<file path="config.mk">
export PLATFORM = sky130hd
export DESIGN_NAME = regfile_read_arbiter
export DESIGN_NICKNAME = d
export VERILOG_FILES = /design/src/rtl/regfile_read_arbiter.sv
export SDC_FILE = /design/constraint.sdc
export NUM_CORES = 1
export LEC_CHECK = 0
export ABC_AREA = 1
export BUFFER_PORTS_ARGS = -buffer_cell sky130_fd_sc_hd__buf_2
export CORE_MARGIN = 2
export CORE_UTILIZATION = 35
export CTS_BUF_LIST = sky130_fd_sc_hd__clkbuf_8 sky130_fd_sc_hd__clkbuf_16
export DETAILED_ROUTE_END_ITERATION = 8
export SLEW_MARGIN = 25
export SYNTH_ARGS = -nofsm -noshare
export SYNTH_HDL_FRONTEND = slang
export SYNTH_SLANG_ARGS = --single-unit
</file>
<file path="constraint.sdc">
create_clock -name clk -period 2.7 [get_ports clk]
set_clock_uncertainty 0.1 [all_clocks]
set_input_delay 0.27 -clock clk [delete_from_list [all_inputs] [get_ports clk]]
set_output_delay 0.27 -clock clk [all_outputs]
set_load 0.1 [all_outputs]
</file>
<file path="src/rtl/regfile_read_arbiter.sv">
// Round-robin arbiter sharing one register-file read port between NREQ requesters.
// A locked owner may keep the port for up to BURST_MAX consecutive reads; read data is registered.
module regfile_read_arbiter #(
    parameter int WIDTH     = 32,
    parameter int NREQ      = 4,
    parameter int BURST_MAX = 4
) (
    input  logic              clk,
    input  logic              reset,
    input  logic [NREQ-1:0]   req,
    input  logic [NREQ-1:0]   lock,
    input  logic [NREQ*5-1:0] addr,
    output logic [NREQ-1:0]   gnt,
    output logic [4:0]        rf_sel,
    input  logic [WIDTH-1:0]  rf_data,
    output logic [WIDTH-1:0]  rd_data,
    output logic [NREQ-1:0]   rd_valid
);

    localparam int PW = $clog2(NREQ);
    localparam int BW = (BURST_MAX > 1) ? $clog2(BURST_MAX) : 1;
    localparam logic [BW-1:0] BURST_LAST = BW'(BURST_MAX - 1);

    logic [PW-1:0]   rr_ptr, rr_ptr_nxt;
    logic [BW-1:0]   burst_cnt, burst_nxt;
    logic [NREQ-1:0] gnt_nxt;
    logic            keep;
    logic            found;
    int              idx;

    // gnt is one-hot, so any bit of gnt&req&lock means the owner asked to stay
    assign keep = (|(gnt & req & lock)) && (burst_cnt < BURST_LAST);

    always_comb begin
        gnt_nxt    = '0;
        rr_ptr_nxt = rr_ptr;
        burst_nxt  = '0;
        found      = 1'b0;
        idx        = 0;
        if (keep) begin
            gnt_nxt   = gnt;
            burst_nxt = burst_cnt + 1'b1;
        end else begin
            // rr_ptr already sits one past the last owner, so a released owner ends up last
            for (int k = 0; k < NREQ; k++) begin
                idx = (int'(rr_ptr) + k) % NREQ;
                if (!found && req[idx]) begin
                    found        = 1'b1;
                    gnt_nxt[idx] = 1'b1;
                    rr_ptr_nxt   = PW'((idx + 1) % NREQ);
                end
            end
        end
    end

    always_comb begin
        rf_sel = '0;
        for (int i = 0; i < NREQ; i++) begin
            rf_sel = rf_sel | (addr[5*i +: 5] & {5{gnt[i]}});
        end
    end

    always_ff @(posedge clk or posedge reset) begin
        if (reset) begin
            gnt       <= '0;
            rr_ptr    <= '0;
            burst_cnt <= '0;
            rd_data   <= '0;
            rd_valid  <= '0;
        end else begin
            gnt       <= gnt_nxt;
            rr_ptr    <= rr_ptr_nxt;
            burst_cnt <= burst_nxt;
            rd_valid  <= gnt;
            if (|gnt) begin
                rd_data <= rf_data;
            end
        end
    end

endmodule

</file>
== Word level (Yosys, flattened, before mapping) ==
Index checks and enable logic that the tools add are counted.
Operators by class
  add/subtract/negate cells: 7
  $lt $le $gt $ge: 9
  mux-type cells: 37
  bitwise operators: 16
  reductions and logical operators: 18
Operators with widths (count)
  two-way mux 4 bit: 7
  AND 5 bit: 4
  two-way mux 1 bit: 17
  bitwise OR 5 bit: 3
  less-than comparator 3 x 4 -> 1 bit, second input constant: 3
  bitwise OR 4 bit: 3
  adder 2 bit, second input constant: 5
  two-way mux 2 bit: 5
  >= comparator 3 x 1 -> 1 bit, second input constant: 3
  AND 4 bit: 2
  binary-select mux 1 bit (select 2 bit): 4
  demux 1 bit (select 2 bit): 4
  logical AND 1 bit: 8
  OR reduction 4 bit: 2
  OR reduction 2 bit: 3
  adder 2 x 1 -> 2 bit, second input constant: 2
  nonzero test 4 bit: 1
  AND 1 bit, first input constant: 3
  logical NOT 1 bit: 3
  less-than comparator 2 x 3 -> 1 bit, second input constant: 1
  >= comparator 2 x 1 -> 1 bit, second input constant: 1
  less-than comparator 2 bit, second input constant: 1
  AND reduction 2 bit: 1
  NOT 1 bit: 1
Storage, ports and cells
  register bits: 44
  input port bits: 62
  word-level logic and storage cells: 92

== Longest topological paths before layout ==
Gate-level depths: netlist of the first run.
  word-level depth: 17
  depth in mapped cells: 12

== Least setup slack after synthesis of the first run ==
OpenSTA, ideal clock, no wires.
  path kind: register to output
  start point: reg gnt[1]
  end point: out rf_sel[0]
  arrival: 2.043 ns
  slack: 0.287 ns
  stages on the path, launching flop included: 4
  cell sequence: dfrtp_1 -> buf_2 -> nand2_1 -> nand4_1
Between the ends
  word-level cells in the longest chain between the ends: 4
RTL lines
  start: declaration: RTL line 13  | output logic [NREQ-1:0] gnt,
  start signal: assignment: RTL line 71  | gnt <= gnt_nxt;
  AND 5 bit: RTL line 59  | rf_sel = rf_sel | (addr[5*i +: 5] & {5{gnt[i]}});
  bitwise OR 5 bit (3 in series): RTL line 59
  end: declaration: RTL line 14  | output logic [4:0] rf_sel,
No other way between the ends.

== Worst setup path in the final report of the first run ==
  start point: reg rr_ptr[1]
  end point: reg rr_ptr[1]
Between the ends
  word-level cells in the longest chain between the ends: 16
  elaborated cells on any way between the ends: 35
RTL lines
  start: declaration: RTL line 24  | logic [PW-1:0] rr_ptr, rr_ptr_nxt;
  start signal: assignment: RTL line 72  | rr_ptr <= rr_ptr_nxt;
  parallel branches: the longest is 16 deep, another holds adder 2 x 1 -> 2 bit
Parallel ways; which one is timed is not known. The select of a mux whose other input is x is not followed.
A chain may end at the register's enable or synchronous reset.

==> flow_metrics.env, run 1 <==
export IMPL_hpwl_mm=4.06
export IMPL_boundaryPins=107
export IMPL_fin_crit_sh_pct=82.3
export IMPL_dp_slack_ns=0.532
export IMPL_start_util_pct=35.9
export IMPL_tightest_slew_ns=0.818
export IMPL_ctsLongestPathBuffers=2
export IMPL_drive_gt1_share_pct=38.9
export IMPL_first_global_vias=2119
export IMPL_routabilityCongestion=0.895
export IMPL_via_count=2141
export IMPL_rr_worst_depth=11
export IMPL_h_tree_depth=2
export IMPL_firstDrtPassIters=4
export IMPL_yosysSeqAreaShare_pct=45.6
export IMPL_clockRootBuffer="clkbuf_8"
export IMPL_fin_ws_ns=0.478
export IMPL_setup_viol=0
export IMPL_portBuffers=106
export IMPL_status="complete, but fails checks"
export IMPL_grt_antenna_before_repair=0
export IMPL_clkTransAtPathRegs_ns=0.09
export IMPL_cts_tree="yes"
export IMPL_min_path_type="in -> async"
export IMPL_synth_avg_cell_area_sq_um=8.26
export IMPL_drt_iter0_drc=107
export IMPL_drv_slew=0
export IMPL_max_freq_ghz=0.450
export IMPL_die_area_sq_um=7570
export IMPL_clk_latency_ns=0.29
export IMPL_fp_dieW_um=87.0
export IMPL_synthToLayoutAreaGrowth_pct=26.2
export IMPL_crit_arrival_ns=2.34
export IMPL_synth_edf_count=0
export IMPL_r2r_start="rr_ptr[1]"
export IMPL_hold_ws_ns=-0.0110
export IMPL_wl_mm=5.54
export IMPL_rows=30
export IMPL_drv_cap=0
export IMPL_grt_util_all_layers_pct=15.2
export IMPL_ys_ff_latch=44
export IMPL_drc=0
export IMPL_final_common_cell="buf_2"
export IMPL_finalSetupTns_ns=0
export IMPL_async_flop_share_pct=100
export IMPL_reg2reg_slack_ns=0.48
export IMPL_hold_viol=31
export IMPL_layout_common_cells="buf_2 (106), nand2_1 (89), dfrtp_1 (44)"
export IMPL_relSlewSlack_pct=45.5
export IMPL_n_antenna_cell=0
export IMPL_rsz0062_at_grt="false"
export IMPL_required_ns=2.82
export IMPL_clock_sink_count=44
export IMPL_synthFlopType="dfrtp_1"
export IMPL_crit_fanout=9
export IMPL_grt_start_max_net_pins=65
export IMPL_netlist_area_sq_um=2410
export IMPL_critPathCaptureType="flop"
export IMPL_core_sq_um=6720
export IMPL_cts_made_buffers=5
export IMPL_nets=461
export IMPL_vias_per_cell=4.53
export IMPL_start_kind="flop"
export IMPL_period_minus_slack_ns=2.22
export IMPL_synth_nets=361
export IMPL_synth_cells=292
export IMPL_grt_first_pass_wirelength_mm=9.19
export IMPL_overflow=0
export IMPL_violations="hold timing"
export IMPL_ys_warn_count=0
export IMPL_hold_buffers=0
export IMPL_synth_cell_types=20
export IMPL_die_h_um=87.0
export IMPL_cts_resized_gates=0
export IMPL_crit_type="reg -> reg"
export IMPL_ant_nets=0
export IMPL_cts_setup_buffers=0
export IMPL_worstReg2RegEnd="rr_ptr[1]"
export IMPL_wl_per_cell_um=11.7
how the worst max path moves through the flow:
stage	cells after the start	slack [ns]	start	to
floorplan	3	0.29	gnt[1]	rf_sel[0]
global placement	11	0.63	rr_ptr[1]	rr_ptr[1]
detailed placement	11	0.53	rr_ptr[1]	rr_ptr[1]
CTS	11	0.52	rr_ptr[1]	rr_ptr[1]
global route	11	0.29	rr_ptr[1]	rr_ptr[1]
finish	11	0.48	rr_ptr[1]	rr_ptr[1]
flip-flops by register name, indices dropped and copies added, names as in the netlist:
| register | flops |
|---|---|
| rd_data | 32 |
| burst_cnt | 2 |
| rd_valid | 4 |
| gnt | 4 |
| rr_ptr | 2 |
layer usage:
layer | up-vias | share of wire, % | track usage, %
li1 | 1105 | - | -
met1 | 970 | 46 | 18.7
met2 | 62 | 47 | 25.5
met3 | 4 | 6.4 | 4.27
met4 | 0 | 1.0 | 5.11
met5 | - | 0 | 0
worst max-delay path, stage by stage (launching register included):
cell and delay, ns:
dfrtp_1 0.54, inv_1 0.18, ha_1 0.37, inv_1 0.13, nand3_1 0.09, nand2_1 0.15, nand3_1 0.20, nand2_1 0.12
nor2_1 0.04, nor2_1 0.10, nor2_1 0.05, nor2_1 0.09
metrics by stage:
| stage | hold WS, ns | cells | cell area (sq um) | utilization, % |
|---|---|---|---|---|
| after floorplan | 0.292 | 292 | 2410 | - |
| after CTS | 0.0689 | 473 | 3040 | 45.3 |
| after detailed placement | 0.326 | 465 | 2920 | 43.5 |
| after global routing | 0.0446 | 473 | 3040 | 45.3 |
| final | -0.0110 | 473 | 3040 | 45.3 |
| after global placement | 0.323 | 465 | 2920 | 43.5 |
kinds of logic after synthesis:
family	share of synthesized area, %
AOI/OAI and AO/OA	13.3
buffers and inverters	12.0
DFF	45.6
adders and majority gates	3.63
xor gates and xnor gates	0.363
and+or+nand+nor	25.0
cell usage after synthesis, types with 2 or more instances:
master / instances / area share [%]
nand2_1: 89 / 14
inv_1: 44 / 6.8
ha_1: 7 / 3.6
a21oi_1: 6 / 1.2
buf_2: 3 / 0.62
nor2_1: 23 / 3.6
nand3_1: 19 / 3.9
dfrtp_1: 44 / 46
nand4_1: 6 / 1.6
o21ai_2: 32 / 12
nand3_2: 2 / 0.83
buf_6: 9 / 4.2
cell type report:
| class | instances | area, sq um |
|---|---|---|
| well taps | 80 | 100 |
| flip-flops and latches | 44 | 1100 |
| clock buffers | 6 | 82.6 |
| multi-input cells | 190 | 1020 |
| fillers | 697 | 3670 |
| clock inverters | 2 | 38.8 |
| repair buffers | 106 | 531 |
| inverters | 45 | 170 |
Power of run 1 is left out: the tool's default activity adds up to more than one toggle a clock period on the data nets, which glitch-free logic cannot reach.
==> run 2: changes to the inputs <==
clock period = 2.2 ns   (was 2.7 ns; I/O delays follow)
==> flow_metrics.env, run 2 (synthesized netlist as in run 1, its figures left out) <==
export IMPL_status="complete, no violations"
export IMPL_routabilityCongestion=0.925
export IMPL_wl_mm=5.55
export IMPL_fin_cells=477
export IMPL_drt_iter0_drc=70
export IMPL_ctsLongestPathBuffers=2
export IMPL_first_global_vias=2057
export IMPL_crit_fanout=8
export IMPL_die_h_um=87.0
export IMPL_use_met1_pct=20.3
export IMPL_clock_sink_count=44
export IMPL_fin_crit_sh_pct=89.6
export IMPL_vias_per_cell=4.57
export IMPL_n_fill_cell=675
export IMPL_drc=0
export IMPL_n_antenna_cell=0
export IMPL_grt_first_pass_wirelength_mm=9.36
export IMPL_cts_tree="yes"
export IMPL_required_ns=2.32
export IMPL_layout_common_cells="buf_2 (106), nand2_1 (89), inv_1 (43)"
export IMPL_rows=30
export IMPL_boundaryPins=107
export IMPL_slowest_stage="dfrtp_2"
export IMPL_cts_setup_buffers=0
export IMPL_hold_viol=0
export IMPL_met2_usage_pct=25.5
export IMPL_min_path_type="in -> reg"
export IMPL_start_util_pct=35.9
export IMPL_gr_max_usage_layer="met2"
export IMPL_tightest_slew_ns=0.508
export IMPL_relSlewSlack_pct=66.4
export IMPL_final_common_cell="buf_2"
export IMPL_hold_ws_ns=0.0311
export IMPL_grt_start_max_net_pins=65
export IMPL_drv_slew=0
export IMPL_hpwl_mm=4.13
export IMPL_drv_cap=0
export IMPL_rsz0062_at_grt="false"
export IMPL_synthToLayoutAreaGrowth_pct=29.0
export IMPL_worst_path_buf_inv=2
export IMPL_crit_arrival_ns=2.09
export IMPL_overflow=0
export IMPL_crit_path_max_incr_delay_ns=0.44
export IMPL_via_count=2181
export IMPL_timing_critical_path_mode_cell="nor2_1"
export IMPL_clk_latency_ns=0.28
export IMPL_h_tree_depth=2
export IMPL_cts_made_buffers=5
export IMPL_worstHoldStart="rf_data[21]"
export IMPL_crit_type="reg -> reg"
export IMPL_firstDrtPassIters=7
export IMPL_grt_util_all_layers_pct=15.4
export IMPL_drive_gt1_share_pct=40.8
export IMPL_nets=465
export IMPL_period_minus_slack_ns=1.97
export IMPL_grt_antenna_before_repair=0
export IMPL_core_sq_um=6720
export IMPL_regMostFlops="rd_data"
export IMPL_largest_reg_flops=32
export IMPL_die_area_sq_um=7570
export IMPL_start_kind="flop"
export IMPL_portBuffers=106
export IMPL_ant_nets=0
export IMPL_dp_cells=468
export IMPL_crit_family="simple AND/OR/NAND/NOR gates"
export IMPL_clkTransAtPathRegs_ns=0.09
export IMPL_wl_per_cell_um=11.6
export IMPL_path_cells="inv_2 -> ha_1 -> inv_1 -> nand3_1 -> nand2_1 -> nand3_2 -> nand2_1 -> nor2_1 -> nor2_1 -> nor2_1 -> nor2_1"
export IMPL_clockRootBuffer="clkbuf_8"
export IMPL_top_regs="rd_data: 32 flops, gnt: 4 flops, rd_valid: 4 flops"
export IMPL_critPathCaptureType="flop"
export IMPL_fp_dieW_um=87.0
export IMPL_setup_viol=0
export IMPL_finalSetupTns_ns=0
export IMPL_setup_worst_path_start="rr_ptr[0]"
export IMPL_grt_met3_usage_pct=3.51
export IMPL_max_freq_ghz=0.508
export IMPL_r2r_start="rr_ptr[0]"
-- run 2: routing by layer --
layer / vias up / share of wire [%] / wire (um)
li1: 1110 / - / -
met1: 993 / 45 / 2480
met2: 74 / 48 / 2660
met3: 4 / 6.6 / 367
met4: 0 / 0.68 / 38
met5: - / 0 / 0
-- run 2: layout make-up --
class | count | area, sq um | area share (%)
flip-flops and latches | 44 | 1110 | 35.6
multi-input cells | 190 | 1030 | 33.0
repair buffers | 110 | 588 | 18.9
inverters | 45 | 169 | 5.43
well taps | 80 | 100 | 3.22
clock buffers | 6 | 82.6 | 2.65
clock inverters | 2 | 38.8 | 1.25
-- run 2: final timing paths --
check                      cells past startpoint            to  slack (ns)
setup / recovery                              11     rr_ptr[1]        0.23
hold / removal                                 3   rd_data[21]        0.03
setup reg to reg                              11     rr_ptr[1]        0.23
hold reg to reg                                1  burst_cnt[0]        0.35
max in group asynchronous                      4     rr_ptr[0]        1.37
min in group asynchronous                      4   rd_data[10]        0.40
-- run 2: through the flow --
step	worst slack (ns)	area (sq um)	util [%]
finish	0.230	3110	46.3
CTS	0.109	3110	46.2
global route	0.00867	3110	46.3
floorplan	0.0918	2420	-
detailed placement	0.119	2970	44.3
global placement	0.228	2970	44.3
-- run 2: what timing repair did --
action	CTS	global route
setup endpoints to repair	0	4
hold buffers	1	0
gates resized for setup	0	2
endpoints found under the hold margin	44	0
-- run 2: worst min-delay path, delay by kind of cell --
family | cells | cell delay (ns)
buffers and inverters | 1 | 0.07
AND/OR/NAND/NOR | 1 | 0.05
AO/OA/AOI/OAI | 1 | 0.04
Power of run 2 is left out for the same reason.
==> run 3: changes to the inputs <==
--- a/config.mk
+++ b/config.mk
@@ -8,4 +8,5 @@
 export ABC_AREA = 1
 export BUFFER_PORTS_ARGS = -buffer_cell sky130_fd_sc_hd__buf_2
+export CORE_ASPECT_RATIO = 1.4
 export CORE_MARGIN = 2
 export CORE_UTILIZATION = 35
==> constraint.sdc (replaced) <==
create_clock -name clk -period 2.2 [get_ports clk]
set_clock_uncertainty 0.1 [all_clocks]
set_input_delay 0.66 -clock clk [delete_from_list [all_inputs] [get_ports clk]]
set_output_delay 0.66 -clock clk [all_outputs]
set_load 0.1 [all_outputs]
==> flow_metrics.env, run 3 (synthesized netlist as in run 1, its figures left out) <==
export IMPL_fin_cells=493
export IMPL_cts_made_buffers=5
export IMPL_hpwl_mm=4.54
export IMPL_routabilityCongestion=0.969
export IMPL_wl_mm=5.85
export IMPL_min_path_type="in -> async"
export IMPL_dp_cells=485
export IMPL_core_sq_um=6610
export IMPL_hold_ws_ns=0.228
export IMPL_required_ns=1.44
export IMPL_max_freq_ghz=0.488
export IMPL_hold_buffers=0
export IMPL_status="complete, no violations"
export IMPL_firstDrtPassIters=4
export IMPL_rsz0062_at_grt="false"
export IMPL_start_util_pct=36.5
export IMPL_clockRootBuffer="clkbuf_8"
export IMPL_largest_reg_flops=32
export IMPL_wl_per_cell_um=11.9
export IMPL_wl_met3_um=403
export IMPL_rows=35
export IMPL_h_tree_depth=2
export IMPL_portBuffers=106
export IMPL_ctsLongestPathBuffers=2
export IMPL_clkTransAtPathRegs_ns=0.09
export IMPL_cts_tree="yes"
export IMPL_synthToLayoutAreaGrowth_pct=34.3
export IMPL_hold_viol=0
export IMPL_cts_setup_buffers=0
export IMPL_die_area_sq_um=7580
export IMPL_grt_first_pass_wirelength_mm=9.55
export IMPL_via_count=2186
export IMPL_setup_viol=0
export IMPL_relSlewSlack_pct=66.8
export IMPL_ant_nets=0
export IMPL_crit_type="reg -> out"
export IMPL_grt_util_all_layers_pct=16.2
export IMPL_cts_resized_gates=0
export IMPL_clk_latency_ns=0.29
export IMPL_start_kind="flop"
export IMPL_period_minus_slack_ns=2.05
export IMPL_vias_per_cell=4.43
export IMPL_drv_cap=0
export IMPL_layout_common_cells="buf_2 (101), nand2_1 (89), inv_1 (43)"
export IMPL_crit_fanout=10
export IMPL_top_regs="rd_data: 32 flops, gnt: 4 flops, rd_valid: 4 flops"
export IMPL_die_h_um=102
export IMPL_drt_iter0_drc=105
export IMPL_tightest_slew_ns=0.502
export IMPL_fp_dieW_um=74.2
export IMPL_regMostFlops="rd_data"
export IMPL_drv_slew=0
export IMPL_first_global_vias=2088
export IMPL_nets=469
export IMPL_drive_gt1_share_pct=41.1
export IMPL_grt_antenna_before_repair=0
export IMPL_crit_arrival_ns=1.29
export IMPL_n_antenna_cell=0
export IMPL_final_common_cell="buf_2"
export IMPL_post_route_util_pct=49.0
export IMPL_clock_sink_count=44
export IMPL_top_layer="met4"
export IMPL_route_met2_wl_mm=2.91
export IMPL_critPathCaptureType="output pin"
export IMPL_wl_met1_mm=2.43
export IMPL_grt_start_max_net_pins=30
export IMPL_overflow=0
export IMPL_fin_crit_sh_pct=93.1
export IMPL_drc=0
export IMPL_boundaryPins=107
-- run 3: cell types whose count changed in the layout (fill, tap and decap cells not counted), moves of 4 or more --
| cell | previous run | this run |
|---|---|---|
| buf_2 | 106 | 101 |
| buf_4 | 1 | 5 |
| dfrtp_4 | 0 | 4 |
| dfrtp_2 | 5 | 0 |
| buf_12 | 2 | 8 |
-- run 3: stage by stage --
stage	setup TNS, ns	instance area, sq um	setup WS (ns)
detailed placement	0	3120	0.136
CTS	0	3240	0.120
finish	0	3240	0.152
floorplan	-1.61	2450	-0.325
global placement	0	3120	0.168
global route	0	3240	0.0630
-- run 3: final cells by class --
class,count,area (sq um)
clock buffer,5,68.8
clock inverter,3,46.3
fill,654,3370
inverter,45,169
multi-input combinational,190,1020
sequential,44,1120
tap,92,115
timing repair buffer,114,703
-- run 3: path summary, 6_finish.rpt --
kind / from / endpoint / slack, ns / depth (start not counted)
worst min register to register: burst_cnt[0] / burst_cnt[0] / 0.34 / 1
worst min-delay path: reset / rd_data[21] / 0.23 / 2
min in group clk: burst_cnt[0] / burst_cnt[0] / 0.34 / 1
worst max register to register: rr_ptr[1] / rr_ptr[1] / 0.31 / 11
max in group asynchronous: reset / gnt[3] / 1.28 / 3
worst max-delay path: gnt[2] / rf_sel[4] / 0.15 / 3
-- run 3: critical path: stages (launching register included) --
cell and delay [ns]:
dfrtp_4 0.54, nand2_1 0.08, nand4_1 0.16, buf_12 0.21
-- run 3: routing by layer --
metal	vias to the layer above	global-route usage, %
met1	984	19.6
met5	-	0
met4	0	5.73
li1	1120	-
met2	73	27.3
met3	9	4.24
Power of run 3 is left out for the same reason.
